<file path="config.mk">
export PLATFORM = sky130hd
export DESIGN_NAME = pong_text_ctrl_flat
export DESIGN_NICKNAME = d
export VERILOG_FILES = /design/src/rtl/pong_pkg.sv /design/src/rtl/pong_text_ctrl_if.sv /design/src/rtl/pong_text_ctrl_bcd_counter2.sv /design/src/rtl/pong_text_ctrl.sv /design/src/flat_wrapper.sv
export SDC_FILE = /design/constraint.sdc
export NUM_CORES = 1
export LEC_CHECK = 0
export BUFFER_PORTS_ARGS = -buffer_cell sky130_fd_sc_hd__buf_2
export CORE_MARGIN = 3
export CORE_UTILIZATION = 58
export DETAILED_ROUTE_END_ITERATION = 8
export GPL_TIMING_DRIVEN = 0
export PLACE_DENSITY = 0.93
export SLEW_MARGIN = 10
export SYNTH_ARGS = -nofsm -noshare
export SYNTH_HDL_FRONTEND = slang
export SYNTH_SLANG_ARGS = --single-unit
</file>
<file path="constraint.sdc">
create_clock -name clk -period 3.71 [get_ports clk]
set_input_delay 0.371 -clock clk [delete_from_list [all_inputs] [get_ports clk]]
set_output_delay 0.371 -clock clk [all_outputs]
set_load 0.1 [all_outputs]
</file>
<file path="src/rtl/pong_pkg.sv">
// ============================================================================
// Module   : pong_pkg
// Purpose  : Shared types and constants for the pong text/score controller.
// Revision : 1.0 - initial release
// ============================================================================
`default_nettype none

package pong_pkg;

    localparam int BCD_W = 4;

    // Bit positions inside text_en, ordered {score, logo, rule, over}
    localparam int TXT_SCORE = 3;
    localparam int TXT_LOGO  = 2;
    localparam int TXT_RULE  = 1;
    localparam int TXT_OVER  = 0;

    typedef enum logic [1:0] {
        ST_NEWGAME = 2'd0,
        ST_PLAY    = 2'd1,
        ST_NEWBALL = 2'd2,
        ST_OVER    = 2'd3
    } state_t;

endpackage

`default_nettype wire

</file>
<file path="src/rtl/pong_text_ctrl_if.sv">
// ============================================================================
// Module   : pong_text_ctrl_if
// Purpose  : Game-event inputs and overlay/status outputs of the controller.
// Revision : 1.0 - initial release
// ============================================================================
`default_nettype none

interface pong_text_ctrl_if;
    import pong_pkg::*;

    logic             refr_tick;
    logic [1:0]       btn;
    logic             hit;
    logic             miss;
    logic [1:0]       ball;
    logic [BCD_W-1:0] dig0;
    logic [BCD_W-1:0] dig1;
    logic [3:0]       text_en;
    logic             gra_still;

    modport master (
        output refr_tick, btn, hit, miss,
        input  ball, dig0, dig1, text_en, gra_still
    );

    modport slave (
        input  refr_tick, btn, hit, miss,
        output ball, dig0, dig1, text_en, gra_still
    );

endinterface

`default_nettype wire

</file>
<file path="src/rtl/pong_text_ctrl_bcd_counter2.sv">
// ============================================================================
// Module   : bcd_counter2
// Purpose  : Two-digit BCD counter with clear, increment and 99 -> 00 wrap.
// Revision : 1.0 - initial release
// ============================================================================
`default_nettype none

module bcd_counter2
    import pong_pkg::*;
(
    input  wire logic             clk,
    input  wire logic             rst,
    input  wire logic             i_clr,
    input  wire logic             i_inc,
    output logic [BCD_W-1:0]      o_dig0,
    output logic [BCD_W-1:0]      o_dig1
);

    localparam logic [BCD_W-1:0] c_nine = BCD_W'(9);

    logic [BCD_W-1:0] r_dig0;
    logic [BCD_W-1:0] r_dig1;

    always_ff @(posedge clk or posedge rst) begin
        if (rst) begin
            r_dig0 <= '0;
            r_dig1 <= '0;
        end else if (i_clr) begin
            r_dig0 <= '0;
            r_dig1 <= '0;
        end else if (i_inc) begin
            if (r_dig0 == c_nine) begin
                r_dig0 <= '0;
                r_dig1 <= (r_dig1 == c_nine) ? '0 : r_dig1 + 1'b1;
            end else begin
                r_dig0 <= r_dig0 + 1'b1;
            end
        end
    end

    assign o_dig0 = r_dig0;
    assign o_dig1 = r_dig1;

endmodule

`default_nettype wire

</file>
<file path="src/rtl/pong_text_ctrl.sv">
// ============================================================================
// Module   : pong_text_ctrl
// Purpose  : Pong game-flow FSM: score, balls left, hold timer, text enables.
//            Define PONG_RULE_TEXT_EN to show the rule region in NEWGAME.
// Revision : 1.0 - initial release
// ============================================================================
`default_nettype none

module pong_text_ctrl
    import pong_pkg::*;
#(
    parameter int BALLS       = 3,
    parameter int TIMER_TICKS = 120
) (
    input  wire logic      clk,
    input  wire logic      reset,
    pong_text_ctrl_if.slave bus
);

    localparam int          TIMER_W     = $clog2(TIMER_TICKS + 1);
    localparam logic [1:0]  c_ball_init = 2'(BALLS - 1);
    localparam logic [TIMER_W-1:0] c_timer_load = TIMER_W'(TIMER_TICKS);
`ifdef PONG_RULE_TEXT_EN
    localparam logic        c_rule_en   = 1'b1;
`else
    localparam logic        c_rule_en   = 1'b0;
`endif

    state_t               r_state;
    state_t               w_next_state;
    logic [1:0]           r_ball;
    logic [TIMER_W-1:0]   r_timer;
    logic                 w_timer_done;
    logic                 w_timer_load;
    logic                 w_ball_load;
    logic                 w_ball_dec;
    logic                 w_clr;
    logic                 w_inc;
    logic [3:0]           w_text_en;
    logic                 w_gra_still;
    logic                 w_btn_any;

    assign w_timer_done = (r_timer == '0);
    assign w_btn_any    = |bus.btn;

    always_ff @(posedge clk or posedge reset) begin
        if (reset) begin
            r_state <= ST_NEWGAME;
        end else begin
            r_state <= w_next_state;
        end
    end

    // Load beats a same-cycle refresh tick so the hold always lasts the full count
    always_ff @(posedge clk or posedge reset) begin
        if (reset) begin
            r_timer <= '0;
        end else if (w_timer_load) begin
            r_timer <= c_timer_load;
        end else if (bus.refr_tick && !w_timer_done) begin
            r_timer <= r_timer - 1'b1;
        end
    end

    always_ff @(posedge clk or posedge reset) begin
        if (reset) begin
            r_ball <= c_ball_init;
        end else if (w_ball_load) begin
            r_ball <= c_ball_init;
        end else if (w_ball_dec) begin
            r_ball <= r_ball - 1'b1;
        end
    end

    always_comb begin
        w_next_state = r_state;
        w_timer_load = 1'b0;
        w_ball_load  = 1'b0;
        w_ball_dec   = 1'b0;
        w_clr        = 1'b0;
        w_inc        = 1'b0;
        w_text_en    = '0;
        w_gra_still  = 1'b1;
        case (r_state)
            ST_NEWGAME: begin
                w_text_en[TXT_SCORE] = 1'b1;
                w_text_en[TXT_LOGO]  = 1'b1;
                w_text_en[TXT_RULE]  = c_rule_en;
                if (w_btn_any) begin
                    w_clr        = 1'b1;
                    w_ball_load  = 1'b1;
                    w_next_state = ST_PLAY;
                end
            end
            ST_PLAY: begin
                w_text_en[TXT_SCORE] = 1'b1;
                w_gra_still          = 1'b0;
                // A miss wins over a simultaneous hit: no point for a lost ball
                if (bus.miss) begin
                    w_timer_load = 1'b1;
                    if (r_ball != 2'd0) begin
                        w_ball_dec   = 1'b1;
                        w_next_state = ST_NEWBALL;
                    end else begin
                        w_next_state = ST_OVER;
                    end
                end else if (bus.hit) begin
                    w_inc = 1'b1;
                end
            end
            ST_NEWBALL: begin
                w_text_en[TXT_SCORE] = 1'b1;
                if (w_timer_done && w_btn_any) begin
                    w_next_state = ST_PLAY;
                end
            end
            ST_OVER: begin
                w_text_en[TXT_SCORE] = 1'b1;
                w_text_en[TXT_OVER]  = 1'b1;
                if (w_timer_done) begin
                    w_next_state = ST_NEWGAME;
                end
            end
            default: begin
                w_next_state = ST_NEWGAME;
            end
        endcase
    end

    bcd_counter2 u_score (
        .clk    (clk),
        .rst    (reset),
        .i_clr  (w_clr),
        .i_inc  (w_inc),
        .o_dig0 (bus.dig0),
        .o_dig1 (bus.dig1)
    );

    assign bus.ball      = r_ball;
    assign bus.text_en   = w_text_en;
    assign bus.gra_still = w_gra_still;

endmodule

`default_nettype wire
</file>
<file path="src/flat_wrapper.sv">
// flat-port wrapper written by rule: the top's interface ports become plain ports
module pong_text_ctrl_flat import pong_pkg::*;
#(
    parameter int BALLS       = 3,
    parameter int TIMER_TICKS = 120
)
  (clk, reset, bus_refr_tick, bus_btn, bus_hit, bus_miss, bus_ball, bus_dig0, bus_dig1, bus_text_en, bus_gra_still);
  pong_text_ctrl_if bus_i ();
  input  wire logic clk;
  input  wire logic reset;
  input wire logic [$bits(bus_i.refr_tick)-1:0] bus_refr_tick;
  input wire logic [$bits(bus_i.btn)-1:0] bus_btn;
  input wire logic [$bits(bus_i.hit)-1:0] bus_hit;
  input wire logic [$bits(bus_i.miss)-1:0] bus_miss;
  output wire logic [$bits(bus_i.ball)-1:0] bus_ball;
  output wire logic [$bits(bus_i.dig0)-1:0] bus_dig0;
  output wire logic [$bits(bus_i.dig1)-1:0] bus_dig1;
  output wire logic [$bits(bus_i.text_en)-1:0] bus_text_en;
  output wire logic [$bits(bus_i.gra_still)-1:0] bus_gra_still;
  assign bus_i.refr_tick = bus_refr_tick;
  assign bus_i.btn = bus_btn;
  assign bus_i.hit = bus_hit;
  assign bus_i.miss = bus_miss;
  assign bus_ball = bus_i.ball;
  assign bus_dig0 = bus_i.dig0;
  assign bus_dig1 = bus_i.dig1;
  assign bus_text_en = bus_i.text_en;
  assign bus_gra_still = bus_i.gra_still;
  pong_text_ctrl #(.BALLS(BALLS), .TIMER_TICKS(TIMER_TICKS)) u_core (.clk(clk), .reset(reset), .bus(bus_i));
endmodule
</file>
==> results of run 1 <==
[routing by layer]
metal	track usage	vias up	part of all wire
met1	0.266	451	0.44
met2	0.361	28	0.50
li1	-	472	-
met3	0.0297	5	0.047
met4	0.0807	0	0.017
met5	0	-	0
[placed cells by master, fill, tap and decap left out, types with 2 or more instances in the layout]
master / instances
buf_2: 20
dfrtp_1: 18
nor2_1: 14
nand2_1: 11
a21oi_1: 9
inv_1: 8
ha_1: 7
nor3_1: 5
o31ai_1: 4
buf_4: 3
clkbuf_4: 3
nand3_1: 2
mux2i_1: 2
xnor2_1: 2
a211oi_1: 2
and2_1: 2
or3_1: 2
nand3b_1: 2
or2_1: 2
a211o_1: 2
conb_1: 2
[cell type report]
cell class	instances	area [µm²]
Sequential cell	19	477
Clock buffer	4	26.3
Fill cell	134	487
Multi-Input combinational cell	91	628
Timing Repair Buffer	19	95.1
Tap cell	25	31.3
Buffer	4	27.5
Inverter	8	30.0
[power by group]
part	switching, mW	internal (mW)	total (mW)
registers	0.0742	0.285	0.360
logic	0.519	0.171	0.690
clock network	0.0655	0.0420	0.107
total	0.659	0.499	1.16
[sequential cells by signal, indices dropped and copies added, names as in the netlist]
register / cells
u_core.r_timer: 7
u_core.u_score.o_dig1: 4
u_core.bus.ball: 2
u_core.u_score.o_dig0: 4
u_core.r_state: 2
[logic make-up after synthesis]
logic type	count (synthesis)	share of synthesized area
XOR/XNOR	3	0.0226
other	2	0.00646
flip-flops	19	0.410
multiplexers	2	0.0172
AO/OA/AOI/OAI	25	0.149
adder cells (fa/ha/maj)	7	0.0753
AND/OR/NAND/NOR	52	0.270
buffers and inverters	12	0.0495
[critical path, stage by stage, from the launching register on]
cell	delay, ns
dfrtp_1	0.37
buf_4	0.17
nor2_1	0.23
buf_2	0.48
[Yosys cell counts, types with 3 or more instances]
cell type  number  area share
nor3_1          5       0.022
a21oi_1         9       0.039
nor2_1         14       0.045
ha_1            7       0.075
nand2_1        11       0.036
buf_4           3       0.019
dfrtp_1        18        0.39
inv_1           8       0.026
o31ai_1         4       0.026
[final timing paths]
path	from	to	cells past startpoint
min	reset	u_core.r_timer[0]	2
min in group clk	bus_refr_tick	u_core.r_timer[3]	3
max in group asynchronous	reset	u_core.u_score.o_dig0[0]	2
max	u_core.r_state[0]	bus_text_en[2]	3
min reg2reg	u_core.r_timer[3]	u_core.r_timer[3]	1
max reg2reg	u_core.r_timer[0]	u_core.r_timer[6]	6
[stage by stage]
step | hold slack (ns) | power [mW]
2_1_floorplan | 0.321 | 0.934
3_3_place_gp | 0.495 | 1.02
3_5_place_dp | 0.509 | 1.05
4_1_cts | 0.195 | 1.16
5_1_grt | 0.214 | 1.23
6_report | 0.165 | 1.16
==> results.toml, run 1 <==
[status]
result_of_the_run = "completed"

[floorplan]
die_width_um = 50.8
starting_density_of_the_core = 0.645
core_region_area_um2 = 1800
die_area_um2 = 2580
ioPinCount = 22
chipHeight_um = 50.8
placementRows = 15

[cells_and_area]
layout-drive-gt1-share = 0.248
design.final.nets = 160
area_growth_pct = 13.1
antennaDiodeCount = 0
finalNonFillerCells = 170
design_area_um2 = 1320
finalCoreUtilization = 0.730

[placed_design]
dp_cells = 166
dp_hpwl_mm = 1.76
place.port_buffers = 19
gp_congestion = 0.798
dpl_cell_area_um2 = 1290
dp_worst_setup_slack_ns = 2.01

[setup_path]
crit_path_start_kind = "flip-flop"
r2r_slack_ns = 1.99
crit_arrival_ns = 1.56
timing.setup.critical_path_class = "flip-flop to output port"
worst_setup_end_kind = "output port"
crit_path_max_fanout = 10
worst-endpoint-required_ns = 3.34

[timing]
setup_ws_ns = 1.78
relative_max_transition_margin = 0.520
post-route-min-period_ns = 1.93
rsz_0062_raised_after_global_routing = "no"
hold_violation_total_from_the_final_report = 0
max_slew.worst_pin.slew_ns = 0.719
setup_viol = 0
timing.final.crit_share = 0.519
max_freq_mhz = 519
setup_tns_ns = 0
finalMaxSlewViolations = 0
finalClockSkew_ns = 0.00140

[synth]
postSynthNetCount = 136
syn_avg_cell_area_um2 = 9.53
synth-warning-count = 0
async_reset_ff_frac = 1.00
netlist-cell-type-count = 42
synth_flop_cell = "dfrtp_1"
synth_sequential_area_ratio = 0.410
post_synth_instance_area_um2 = 1160
synthCells = 122
synth_edf_count = 0
yosys_register_bits = 19

[hold_path]
min-delay-path-class = "primary input to async pin"

[flow_run]
max-cap-violations = 0

[cts]
htreeDepth = 1
ctsHoldBuffers = 0
clock_tree.root_cell = "clkbuf_4"
max-clock-path-buffers = 2
ctsResizeCount = 0
clkLatencyLatePin_ns = 0.30
cts_setup_buffers = 0
cts-buffers-inserted = 3
tritoncts_num_sinks = 19
cts.reportedPaths.clkPinSlew_ns = 0.11
cts_tree = "yes"

[detailed_routing]
detail-route-antenna-nets = 0
via_count = 956
viasPerCell = 5.62
drt_drc_violations_left = 0
finalWirelength_mm = 2.30
drt_pre_antenna_iters = 4
wl_per_cell_um = 13.6
initialDrtViolationCount = 15

[power_and_ir_drop]
ir_drop_worst_vdd_uv = 594
pwr_density_cell_nw_per_um2 = 880
leakage_nw = 0.626

[global_route]
global_route.overflow_total = 0
grt_max_degree = 20
grt_pass1_wl_mm = 4.05
antenna_violations_before_repair = 0
first_global_vias = 903
groute.usage.overall = 0.210
Note: power is estimated with default switching activity, not from simulation.
==> run 2, diff against run 1 <==
--- a/config.mk
+++ b/config.mk
@@ -7,10 +7,10 @@
 export LEC_CHECK = 0
 export BUFFER_PORTS_ARGS = -buffer_cell sky130_fd_sc_hd__buf_2
 export CORE_MARGIN = 3
-export CORE_UTILIZATION = 58
+export CORE_UTILIZATION = 49
 export DETAILED_ROUTE_END_ITERATION = 8
 export GPL_TIMING_DRIVEN = 0
-export PLACE_DENSITY = 0.93
+export PLACE_DENSITY = 0.85
 export SLEW_MARGIN = 10
 export SYNTH_ARGS = -nofsm -noshare
 export SYNTH_HDL_FRONTEND = slang
==> constraint.sdc (replaced) <==
create_clock -name clk -period 1.6 [get_ports clk]
set_input_delay 0.16 -clock clk [delete_from_list [all_inputs] [get_ports clk]]
set_output_delay 0.16 -clock clk [all_outputs]
set_load 0.1 [all_outputs]
==> results.toml, run 2 (synthesis gave the netlist of run 1 again) <==
[placed_design]
place.port_buffers = 19
dp_cells = 169
dpl_cell_area_um2 = 1350
gp_congestion = 0.795
dp_hpwl_mm = 1.87

[setup_path]
worst_setup_end_kind = "flip-flop"
crit_path_start_kind = "flip-flop"
crit_path_max_fanout = 2
crit_arrival_ns = 1.80
critical_path.reg2reg.endpoint = "u_core.r_timer[6]"
worst-endpoint-required_ns = 1.78
reg2reg_depth = 6
worstReg2RegStart = "u_core.r_timer[1]"
r2r_slack_ns = -0.02
timing.setup.critical_path_class = "flip-flop to flip-flop"

[floorplan]
core_region_area_um2 = 2230
placementRows = 17
die_area_um2 = 2990
ioPinCount = 22
chipHeight_um = 54.7
starting_density_of_the_core = 0.520
die_width_um = 54.7

[flow_run]
max-cap-violations = 0

[timing]
post-route-min-period_ns = 1.62
rsz_0062_raised_after_global_routing = "yes"
setup_viol = 1
finalClockSkew_ns = 0.00161
setup_tns_ns = -0.0195
finalMaxSlewViolations = 0
max_slew.worst_pin.slew_ns = 0.738
relative_max_transition_margin = 0.507
max_freq_mhz = 617
setup_ws_ns = -0.0195
hold_violation_total_from_the_final_report = 0
timing.final.crit_share = 1.01

[hold_path]
min-delay-path-class = "primary input to flip-flop"
min_to = "u_core.r_timer[5]"
timing.hold.worst.start = "bus_miss"
min_delay_path_depth = 3

[cells_and_area]
design_area_um2 = 1600
design.final.nets = 174
layout-drive-gt1-share = 0.497
most_common_library_cell_in_the_layout_ignoring_fill_and_taps = "buf_2"
finalCoreUtilization = 0.714
top_register = "u_core.r_timer"
mostFrequentLayoutCells = "17 x buf_2, 12 x buf_4, 12 x nor2_1"
largest_reg_flops = 7
fill_cells = 179
finalNonFillerCells = 187
area_growth_pct = 37.2
antennaDiodeCount = 0

[cts]
cts-buffers-inserted = 3
tritoncts_num_sinks = 19
max-clock-path-buffers = 2
cts_tree = "yes"
clock_tree.root_cell = "clkbuf_4"
clkLatencyLatePin_ns = 0.29
cts.reportedPaths.clkPinSlew_ns = 0.11
htreeDepth = 1

[power_and_ir_drop]
ir_drop_worst_vdd_uv = 1230
pwr_density_cell_nw_per_um2 = 1980
power_frac_seq = 0.282
design_power_total_mw = 3.15
p_int_mw = 1.46
leakage_nw = 0.729
sw_frac_of_total = 0.537
p_clk_frac = 0.075
switching_power_mw = 1.69
power_frac_comb = 0.642

[detailed_routing]
drt_drc_violations_left = 0
viasPerCell = 5.51
via_count = 1031
drt_pre_antenna_iters = 4
finalWirelength_mm = 2.74
wl_per_cell_um = 14.6
detail-route-antenna-nets = 0
initialDrtViolationCount = 22

[global_route]
global_route_met3_usage = 0.0354
groute.usage.overall = 0.191
first_global_vias = 943
antenna_violations_before_repair = 0
grt_pass1_wl_mm = 4.10
global_route.overflow_total = 0
grt_busiest_layer = "met2"
groute.layer.met1.usage = 0.221
grt_max_degree = 20
global_route.usage.met2 = 0.350

[status]
violated_checks = "setup timing"
result_of_the_run = "finished with violations"
-- run 2: cell types whose count changed in the layout (fill, tap and decap cells not counted), sizes merged --
cell / delta
dlygate4sd3: +1
buf: +12
clkbuf: +1
-- run 2: layout make-up --
cell class | count | area (µm²) | share of cell area
buffer | 4 | 33.8 | 0.0212
sequential | 19 | 495 | 0.311
inverter | 8 | 30.0 | 0.0188
multi-input combinational | 91 | 748 | 0.469
tap | 28 | 35.0 | 0.0220
timing repair buffer | 33 | 226 | 0.142
clock buffer | 4 | 26.3 | 0.0165
-- run 2: how the worst max path moves through the flow --
stage / start / to / slack (ns) / depth (start not counted)
4_1_cts: u_core.r_timer[1] / u_core.r_timer[6] / -0.05 / 6
2_1_floorplan: u_core.u_score.o_dig0[1] / u_core.u_score.o_dig1[3] / -0.11 / 6
6_report: u_core.r_timer[1] / u_core.r_timer[6] / -0.02 / 6
3_3_place_gp: u_core.r_timer[0] / u_core.r_timer[6] / -0.04 / 6
3_5_place_dp: u_core.r_timer[0] / u_core.r_timer[6] / -0.09 / 6
5_1_grt: u_core.r_timer[1] / u_core.r_timer[6] / -0.07 / 6
-- run 2: power by group through the flow --
stage               Sequential (mW)  Combinational [mW]  Clock, mW
floorplan                      1.38               0.884          0
global placement              0.872                1.59          0
detailed placement            0.896                1.65          0
CTS                           0.876                1.85      0.248
global route                  0.913                2.18      0.274
finish                        0.891                2.03      0.238
-- run 2: metrics by stage --
step | hold slack [ns] | setup slack, ns
floorplan | 0.110 | -0.107
global placement | 0.312 | -0.0415
detailed placement | 0.321 | -0.0902
CTS | 0.192 | -0.0546
global route | 0.223 | -0.0719
finish | 0.218 | -0.0195
-- run 2: critical path, stage by stage (launching register included) --
cell and delay, ns:
dfrtp_1 0.41, inv_2 0.10, ha_4 0.15, nand2_4 0.05
or3_4 0.34, o31a_1 0.24, a211o_1 0.22
-- run 2: per-layer routing --
layer	vias to the layer above	share of wire
met4	0	0.025
met5	-	0
li1	505	-
met1	502	0.41
met2	18	0.53
met3	6	0.035
-- run 2: timing repair --
action | CTS | global route
hold buffers | 1 | 0
pin swaps | 6 | 11
gates resized for setup | 8 | 20
setup endpoints to repair | 4 | 9
hold endpoints to repair | 18 | 0
setup buffers | 12 | 2
